===== src/rtl/multiword_carry_chain_pkg.sv =====
// Shared types and helpers for the multiword carry-chain adder.
//   state_t   : FSM encoding (IDLE, RUN, DONE)
//   cnt_width : chunk counter width, never less than one bit
package multiword_carry_chain_pkg;

    typedef enum logic [1:0] {
        IDLE = 2'd0,
        RUN  = 2'd1,
        DONE = 2'd2
    } state_t;

    function automatic int unsigned cnt_width(input int unsigned num_chunks);
        return (num_chunks <= 1) ? 1 : $clog2(num_chunks);
    endfunction

endpackage


===== src/rtl/multiword_carry_chain_adder_chunk_adder.sv =====
// Combinational CHUNK_WIDTH-bit adder with carry in/out; one chunk of the chain.
// Ports:
//   in1, in2  : chunk operands
//   carryIn   : carry into this chunk
//   out       : low CHUNK_WIDTH bits of the sum
//   carryOut  : carry out of this chunk
module chunk_adder
    import multiword_carry_chain_pkg::*;
#(
    parameter int unsigned CHUNK_WIDTH = 8
) (
    input  logic [CHUNK_WIDTH-1:0] in1,
    input  logic [CHUNK_WIDTH-1:0] in2,
    input  logic                   carryIn,
    output logic [CHUNK_WIDTH-1:0] out,
    output logic                   carryOut
);

    logic [CHUNK_WIDTH:0] sum;

    always_comb begin
        sum = {1'b0, in1} + {1'b0, in2} + {{CHUNK_WIDTH{1'b0}}, carryIn};
    end

    assign out      = sum[CHUNK_WIDTH-1:0];
    assign carryOut = sum[CHUNK_WIDTH];

endmodule


===== src/rtl/multiword_carry_chain_adder.sv =====
// Wide adder that processes one CHUNK_WIDTH slice per cycle, rippling the carry
// between slices through a register. Valid/ready on both sides, no overlap.
// Ports:
//   clk, rst_n          : clock, asynchronous active-low reset
//   inValid/inReady     : operand handshake (in1, in2, carryIn sampled at accept)
//   outValid/outReady   : result handshake (out, carryOut held in DONE)
//   subtract            : only with MULTIWORD_CARRY_CHAIN_ADD_SUB_EN; inverts in2
// Optional feature macro: MULTIWORD_CARRY_CHAIN_ADD_SUB_EN
module multiword_carry_chain_adder
    import multiword_carry_chain_pkg::*;
#(
    parameter int unsigned CHUNK_WIDTH = 8,
    parameter int unsigned NUM_CHUNKS  = 4
) (
    input  logic                              clk,
    input  logic                              rst_n,
    input  logic                              inValid,
    output logic                              inReady,
    input  logic [CHUNK_WIDTH*NUM_CHUNKS-1:0] in1,
    input  logic [CHUNK_WIDTH*NUM_CHUNKS-1:0] in2,
    input  logic                              carryIn,
`ifdef MULTIWORD_CARRY_CHAIN_ADD_SUB_EN
    input  logic                              subtract,
`endif
    output logic                              outValid,
    input  logic                              outReady,
    output logic [CHUNK_WIDTH*NUM_CHUNKS-1:0] out,
    output logic                              carryOut
);

    localparam int unsigned W    = CHUNK_WIDTH * NUM_CHUNKS;
    localparam int unsigned CntW = cnt_width(NUM_CHUNKS);
    localparam logic [CntW-1:0] LastChunk = CntW'(NUM_CHUNKS - 1);

    state_t             state_q, state_d;
    logic [CntW-1:0]    cnt_q, cnt_d;
    logic [W-1:0]       op1_q, op1_d;
    logic [W-1:0]       op2_q, op2_d;
    logic [W-1:0]       out_q, out_d;
    logic               carry_q, carry_d;
    logic               cout_q, cout_d;

    logic [W-1:0]           in2_eff;
    logic [CHUNK_WIDTH-1:0] a_chunk, b_chunk, s_chunk;
    logic                   s_carry;
    int unsigned            idx;

`ifdef MULTIWORD_CARRY_CHAIN_ADD_SUB_EN
    // Two's-complement subtract: caller supplies the +1 through carryIn.
    assign in2_eff = subtract ? ~in2 : in2;
`else
    assign in2_eff = in2;
`endif

    always_comb begin
        idx     = int'(cnt_q);
        a_chunk = op1_q[idx*CHUNK_WIDTH +: CHUNK_WIDTH];
        b_chunk = op2_q[idx*CHUNK_WIDTH +: CHUNK_WIDTH];
    end

    chunk_adder #(
        .CHUNK_WIDTH (CHUNK_WIDTH)
    ) u_chunk_adder (
        .in1      (a_chunk),
        .in2      (b_chunk),
        .carryIn  (carry_q),
        .out      (s_chunk),
        .carryOut (s_carry)
    );

    always_comb begin
        state_d = state_q;
        cnt_d   = cnt_q;
        op1_d   = op1_q;
        op2_d   = op2_q;
        out_d   = out_q;
        carry_d = carry_q;
        cout_d  = cout_q;
        unique case (state_q)
            IDLE: begin
                if (inValid) begin
                    op1_d   = in1;
                    op2_d   = in2_eff;
                    carry_d = carryIn;
                    cnt_d   = '0;
                    state_d = RUN;
                end
            end
            RUN: begin
                out_d[idx*CHUNK_WIDTH +: CHUNK_WIDTH] = s_chunk;
                carry_d = s_carry;
                if (cnt_q == LastChunk) begin
                    cout_d  = s_carry;
                    state_d = DONE;
                end else begin
                    cnt_d = cnt_q + 1'b1;
                end
            end
            DONE: begin
                if (outReady) begin
                    state_d = IDLE;
                end
            end
            default: state_d = IDLE;
        endcase
    end

    always_ff @(posedge clk or negedge rst_n) begin
        if (!rst_n) begin
            state_q <= IDLE;
            cnt_q   <= '0;
            op1_q   <= '0;
            op2_q   <= '0;
            out_q   <= '0;
            carry_q <= 1'b0;
            cout_q  <= 1'b0;
        end else begin
            state_q <= state_d;
            cnt_q   <= cnt_d;
            op1_q   <= op1_d;
            op2_q   <= op2_d;
            out_q   <= out_d;
            carry_q <= carry_d;
            cout_q  <= cout_d;
        end
    end

    assign inReady  = (state_q == IDLE);
    assign outValid = (state_q == DONE);
    assign out      = out_q;
    assign carryOut = cout_q;

endmodule

===== config.mk =====
export PLATFORM = sky130hd
export DESIGN_NAME = multiword_carry_chain_adder
export DESIGN_NICKNAME = d
export VERILOG_FILES = /design/src/rtl/multiword_carry_chain_pkg.sv /design/src/rtl/multiword_carry_chain_adder_chunk_adder.sv /design/src/rtl/multiword_carry_chain_adder.sv
export SDC_FILE = /design/constraint.sdc
export NUM_CORES = 1
export LEC_CHECK = 0
export CORE_ASPECT_RATIO = 0.8
export CORE_MARGIN = 1
export CORE_UTILIZATION = 55
export CTS_CLUSTER_DIAMETER = 150
export DETAILED_ROUTE_END_ITERATION = 7
export GPL_ROUTABILITY_DRIVEN = 1
export HOLD_SLACK_MARGIN = 0.02
export PLACE_DENSITY = 0.82
export SETUP_SLACK_MARGIN = 0.1
export SYNTH_ARGS = -nofsm -noshare
export SYNTH_HDL_FRONTEND = slang
export SYNTH_HIERARCHICAL = 1
export SYNTH_SLANG_ARGS = --single-unit

===== constraint.sdc =====
create_clock -name clk -period 8.35 [get_ports clk]
set_input_delay 1.67 -clock clk [delete_from_list [all_inputs] [get_ports clk]]
set_output_delay 1.67 -clock clk [all_outputs]
set_load 0.02 [all_outputs]

### Word-level counts from Yosys, hierarchy flattened

Cells that the tools add are included.

| word-level totals | value |
|---|---|
| bits of input ports | 69 |
| bits in latches | 0 |
| memory bits (writable) | 0 |
| memories | 0 |
| output and inout bits | 35 |
| flip-flop bits (word level) | 102 |
| bits in read-only memories | 0 |

| operators by class | value |
|---|---|
| divide/modulo/power cells | 0 |
| bitwise gates (word level) | 0 |
| muxes and demuxes | 10 |
| order comparisons | 0 |
| $mul | 0 |
| reductions and logical operators | 7 |
| equal/unequal tests | 7 |
| shift operators | 4 |
| add/sub/neg operators | 4 |

Operators by type and width:

| cell | number |
|---|---|
| 32-bit by 6-bit variable part select with 8-bit output | 2 |
| 5-bit negator with 34-bit output | 1 |
| 8-bit by 34-bit variable shift with 32-bit output (first input constant) | 1 |
| 8-bit by 34-bit variable part select with 32-bit output | 1 |
| 32-bit bitwise mux | 1 |
| 2-bit two-way mux | 5 |
| 8-bit by 8-bit adder with 9-bit output | 1 |
| 9-bit by 1-bit adder with 9-bit output | 1 |
| 2-bit != test (second input constant) | 3 |
| 2-bit case mux with 3 select lines | 1 |
| 2-bit AND reduction | 3 |
| 3-bit AND reduction | 2 |
| 2-bit equality test (second input constant) | 2 |
| 2-bit case mux with 2 select lines | 1 |
| 2-bit by 1-bit adder with 2-bit output (second input constant) | 1 |
| 2-bit by 1-bit equality test with 1-bit output (second input constant) | 1 |
| 2-bit zero test | 1 |
| 2-bit by 1-bit != test with 1-bit output (second input constant) | 1 |
| 1-bit case mux with 2 select lines | 1 |
| 2-bit nonzero test | 1 |
| 1-bit two-way mux | 1 |

### Depth between registers and ports, before layout

| depth | value |
|---|---|
| word-level depth | 5 |
| gate-level depth with buffers | 11 |
| gate-level depth less buffers | 9 |

### Hierarchy

Netlist, hierarchy kept.

By module, submodules not included:

| module | sequential area each (µm²) | times used | cells each | area an instance (µm²) |
|---|---|---|---|---|
| multiword_carry_chain_adder | 2552.4 | 1 | 332 | 4700.8 |
| chunk_adder | 0.0 | 1 | 42 | 331.6 |

### Worst setup path after synthesis

Ideal clock, no wire load.

| timing path | value |
|---|---|
| path type | reg-to-reg |
| from | register cnt_q[0] |
| to | register out_q[6], in the netlist out[6] |
| library setup time | 0.125 ns |
| setup slack | 5.125 ns |
| period minus slack after synthesis | 3.225 ns |
| arrival | 3.101 ns |
| stages on the path, launching flop included | 12 |
| buffers on the path | 2 |
| cell sequence | dfrtp_1 > buf_4 > buf_4 > mux4_2 > fa_1 > fa_1 > a21oi_1 > nor2_1 > nor2_1 > xnor2_1 > and4bb_1 > mux2_2 |

| between the ends | value |
|---|---|
| word-level cells in the longest chain between the ends | 5 |
| elaborated cells on any way between the ends | 8 |
| those cells by class | add/sub (3); shift (4); mux (1) |

Ends and longest elaborated chain:

| what | line | RTL |
|---|---|---|
| from (decl) | multiword_carry_chain_adder.sv:36 | `logic [CntW-1:0] cnt_q, cnt_d;` |
| from (signal assigned) | multiword_carry_chain_adder.sv:119 | `cnt_q <= cnt_d;` |
| 32-bit by 6-bit variable part select with 8-bit output | multiword_carry_chain_adder.sv:57 | `a_chunk = op1_q[idx*CHUNK_WIDTH +: CHUNK_WIDTH];` |
| via a_chunk[0] | multiword_carry_chain_adder.sv:44 | `logic [CHUNK_WIDTH-1:0] a_chunk, b_chunk, s_chunk;` |
| 8-bit by 8-bit adder with 9-bit output | multiword_carry_chain_adder_chunk_adder.sv:22 | `sum = {1'b0, in1} + {1'b0, in2} + {{CHUNK_WIDTH{1'b0}}, carryIn};` |
| 9-bit by 1-bit adder with 9-bit output | multiword_carry_chain_adder_chunk_adder.sv:22 |  |
| via s_chunk[6] | multiword_carry_chain_adder.sv:44 |  |
| 8-bit by 34-bit variable part select with 32-bit output | multiword_carry_chain_adder.sv:90 | `out_d[idx*CHUNK_WIDTH +: CHUNK_WIDTH] = s_chunk;` |
| 32-bit bitwise mux | multiword_carry_chain_adder.sv:90 |  |
| to (signal assigned) | multiword_carry_chain_adder.sv:122 | `out_q <= out_d;` |
| to (decl) | multiword_carry_chain_adder.sv:39 | `logic [W-1:0] out_q, out_d;` |

The timed path passes the listed nets, and every way through them passes these cells.
A chain may end at the register's enable or synchronous reset.

### Worst setup path in the final report

Ends and elaborated chain as after synthesis.

==> summary.md <==
| Metric | Value |
|---|---|
| CTS tree | `built` |
| Clk sink count | `102` |
| Hold_sp | `out[5]` |
| Drt total wl | `around 12000 microns` |
| Finished Cell Area | `6430 sq um` |
| Period utilization | `45.8%` |
| Internal power | `between 1.5 and 2 mW` |
| Cts repair resizes | `0` |
| Pre-antenna DRT Iters | `4` |
| Critical Path Max Stage Delay | `780 ps` |
| Final slew viol count | `0` |
| Worst path arrival time | `slightly above 4000 ps` |
| Fmax | `261 MHz` |
| Placed cell area | `a little over 6000 sq um` |
| Post-Synthesis Cells | `about 370` |
| Reg2Reg Depth | `10` |
| Vias in the first global route | `between 3000 and 4000` |
| Syn_area_per_cell | `around 13 sq um` |
| DRC violation total after the first TritonRoute iteration | `143` |
| Hold path endpoint | `out[5]` |
| #FFs+latches synth | `between 100 and 150` |
| Worst-path cell chain | `buf_4, mux4_2, fa_1, fa_1, a21oi_1, nor2_1, nor2_1, xnor2_1, and4bb_1, mux2_2` |
| Post-Syn Area | `5030 sq um` |
| HP Class | `flip-flop to flip-flop` |
| Clock power frac | `15.5%` |
| Remaining Overflow, GRT | `0` |
| Reg clk slew, reported paths | `70 ps` |
| CP Buf/Inv Count | `1` |
| Crit path kind | `flip-flop to flip-flop` |
| Clk_skew | `just under 9 ps` |
| Number of diodes | `0` |
| Reg2reg start | `cnt_q[0]` |
| Fin util | `74.2%` |
| Switching part of the total | `around two fifths` |
| Most used DFF post-synth | `dfrtp_1` |
| Total CTS buffers | `9` |
| Routed len/inst | `slightly above 20 microns` |
| Rel. slew slack | `between 40% and 50%` |
| Clk root buf | `clkbuf_16` |
| Slew @ Worst Pin | `838 ps` |
| Area grow syn2layout | `27.8%` |
| Min-Delay Path Depth | `1` |
| Worst path slowest cell | `dfrtp_1` |
| Max clock buf depth | `2` |
| Layout cells sized above 1 | `a little over a quarter` |
| Chip Width | `109 microns` |
| Max rail drop VDD | `259 uV` |
| Asr flop ratio synth | `between 90% and 100%` |
| Die area | `approximately 9500 sq um` |
| Synth unique cells | `43` |
| Setup TNS | `0 ps` |
| Hold Buf Count CTS | `0` |
| Final Critical Period | `~3800 ps` |
| Pwr Density | `about 480 nW/um^2` |
| Gpl congestion | `around 0.84` |
| GRT Total Usage | `about 27%` |
| Final count of negative-setup-slack endpoints | `0` |
| RSZ-0062 raised after global routing | `false` |
| Vias per cell | `5.94` |
| Commonest cells after routing, fill and taps aside | `102 x dfrtp_1, 102 x clkdlybuf4s50_1, 73 x mux2_2` |
| Status | `finished clean` |
| Syn_nets | `457` |
| Comb power frac | `55.6%` |
| IO Count | `roughly 100` |
| CP top delay family | `adder cells` |
| Critical Path RT | `about 8600 ps` |
| Port Buffers | `103` |
| FF+latch area | `around 2600 sq um` |
| Number of flops mapped to enable cells by yosys | `0` |
| YS warnings | `6` |
| Core ar. | `just under 9000 sq um` |
| Register area share after synthesis | `between 50% and 60%` |
| Final ANT Viol Nets | `0` |
| Via count | `3447` |
| Initial core utilization | `58.0%` |
| Max-Cap Viols | `0` |
| CP startpoint kind | `flip-flop` |
| Worst Setup End Kind | `flip-flop` |
| Row cnt | `30` |
| Clock Latency Late Sink | `around 340 ps` |
| Switching pwr | `~1.3 mW` |
| # fillers | `~580` |
| Residual DRC | `0` |
| Crit path max fanout | `20` |
| First-pass GRT wire length | `slightly below 20000 microns` |
| Post-CTS setup buffers | `0` |
| Final Hold Fails | `0` |
| Area of the multi-input gates | `about 2200 sq um` |
| Htree depth | `3` |
| Sequential power share | `28.8%` |
| Hpwl dp | `8080 microns` |
| FF-to-FF setup slack | `about 4500 ps` |
| Largest net degree at the start of global routing | `65` |
| Static Leak | `approximately 2.6 nW` |
| DIE HEIGHT | `between 80 and 90 microns` |
| Initial antenna violation count | `0` |
| RR Endpoint | `out[6]` |
| Nets | `546` |
[worst max-delay path by stage]
stage,start,to,slack [ps],cells after the start
6_report,cnt_q[0],out[6],4520,10
5_1_grt,cnt_q[0],out[6],4270,10
4_1_cts,cnt_q[0],out[6],4530,10
3_5_place_dp,cnt_q[0],out[6],4550,10
3_3_place_gp,cnt_q[0],out[6],4650,10
2_1_floorplan,cnt_q[0],out[6],5120,11
[cells by family (layout without fill, tap and decap cells)]
logic type	Yosys count	after routing	synth area share (%)
adders and majority gates	14	14	3.78
buffers and inverters	58	152	5.07
muxes	90	90	23.7
and+or+nand+nor	63	63	7.91
DFF	102	102	50.7
AOI/OAI and AO/OA	43	43	8.13
xor gates and xnor gates	4	4	0.696
[flip-flops by register name, indices dropped and copies added (netlist names)]
register  count
carryOut      1
carry_q       1
cnt_q         2
op1_q        32
op2_q        32
out          32
state_q       2
[power by group through the flow]
stage,logic [mW],clock network (mW),registers [mW]
2_1_floorplan,1.18,0,0.875
3_3_place_gp,1.63,0,0.880
3_5_place_dp,1.68,0,0.892
4_1_cts,1.70,0.488,0.891
5_1_grt,1.87,0.509,0.919
6_report,1.72,0.480,0.892
[layer usage]
layer	wire, microns	GRT usage [%]	share of wire [%]	up-vias
met5	0	0	0	-
met4	190	7.74	1.6	0
met3	840	7.59	7.1	17
met2	5670	44.0	48	139
met1	5080	37.1	43	1747
li1	-	-	-	1544
[Yosys cell counts, drive strengths merged, types with 2 or more instances]
master   number  area, sq um
mux2         73          822
a21oi         6         30.0
nor3          2         10.0
o211ai        2         15.0
nor2          3         11.3
clkbuf        9         35.0
and3b         4         35.0
mux4         16          360
or4b          3         33.8
nand2b        4         25.0
nand2        27          101
a21o          3         22.5
buf          19          108
nand4bb       2         22.5
and4bb        8          100
fa            2         40.0
nor2b         3         18.8
xnor2         2         17.5
inv          30          113
nand3         4         20.0
ha           12          150
a311o         2         20.0
xor2          2         17.5
dfrtp       102         2550
o32ai        24          270
[worst register-to-register path, delay by kind of cell (launching register included)]
family / cells / cell delay, ps
adder cells (fa/ha/maj): 2 / 910
AND/OR/NAND/NOR: 3 / 430
multiplexers: 2 / 830
buffers and inverters: 1 / 400
AO/OA/AOI/OAI: 1 / 210
XOR/XNOR: 1 / 160
flip-flops: 1 / 780
[metrics by stage]
stage / setup slack [ps] / instances / hold WS [ps] / total power [mW]
floorplan: 5120 / 374 / 475 / 2.05
finish: 4520 / 580 / 508 / 3.09
CTS: 4530 / 580 / 511 / 3.08
global placement: 4650 / 564 / 484 / 2.51
detailed placement: 4550 / 564 / 490 / 2.57
global route: 4270 / 580 / 527 / 3.30
[final cells by class]
cell class | count | area share [%]
clock buffer | 10 | 3.56
clock inverter | 6 | 1.81
inverter | 30 | 1.75
multi-input combinational | 214 | 34.7
sequential | 102 | 39.7
tap | 112 | 2.18
timing repair buffer | 106 | 16.3
Note: power is estimated with default switching activity, not from simulation.
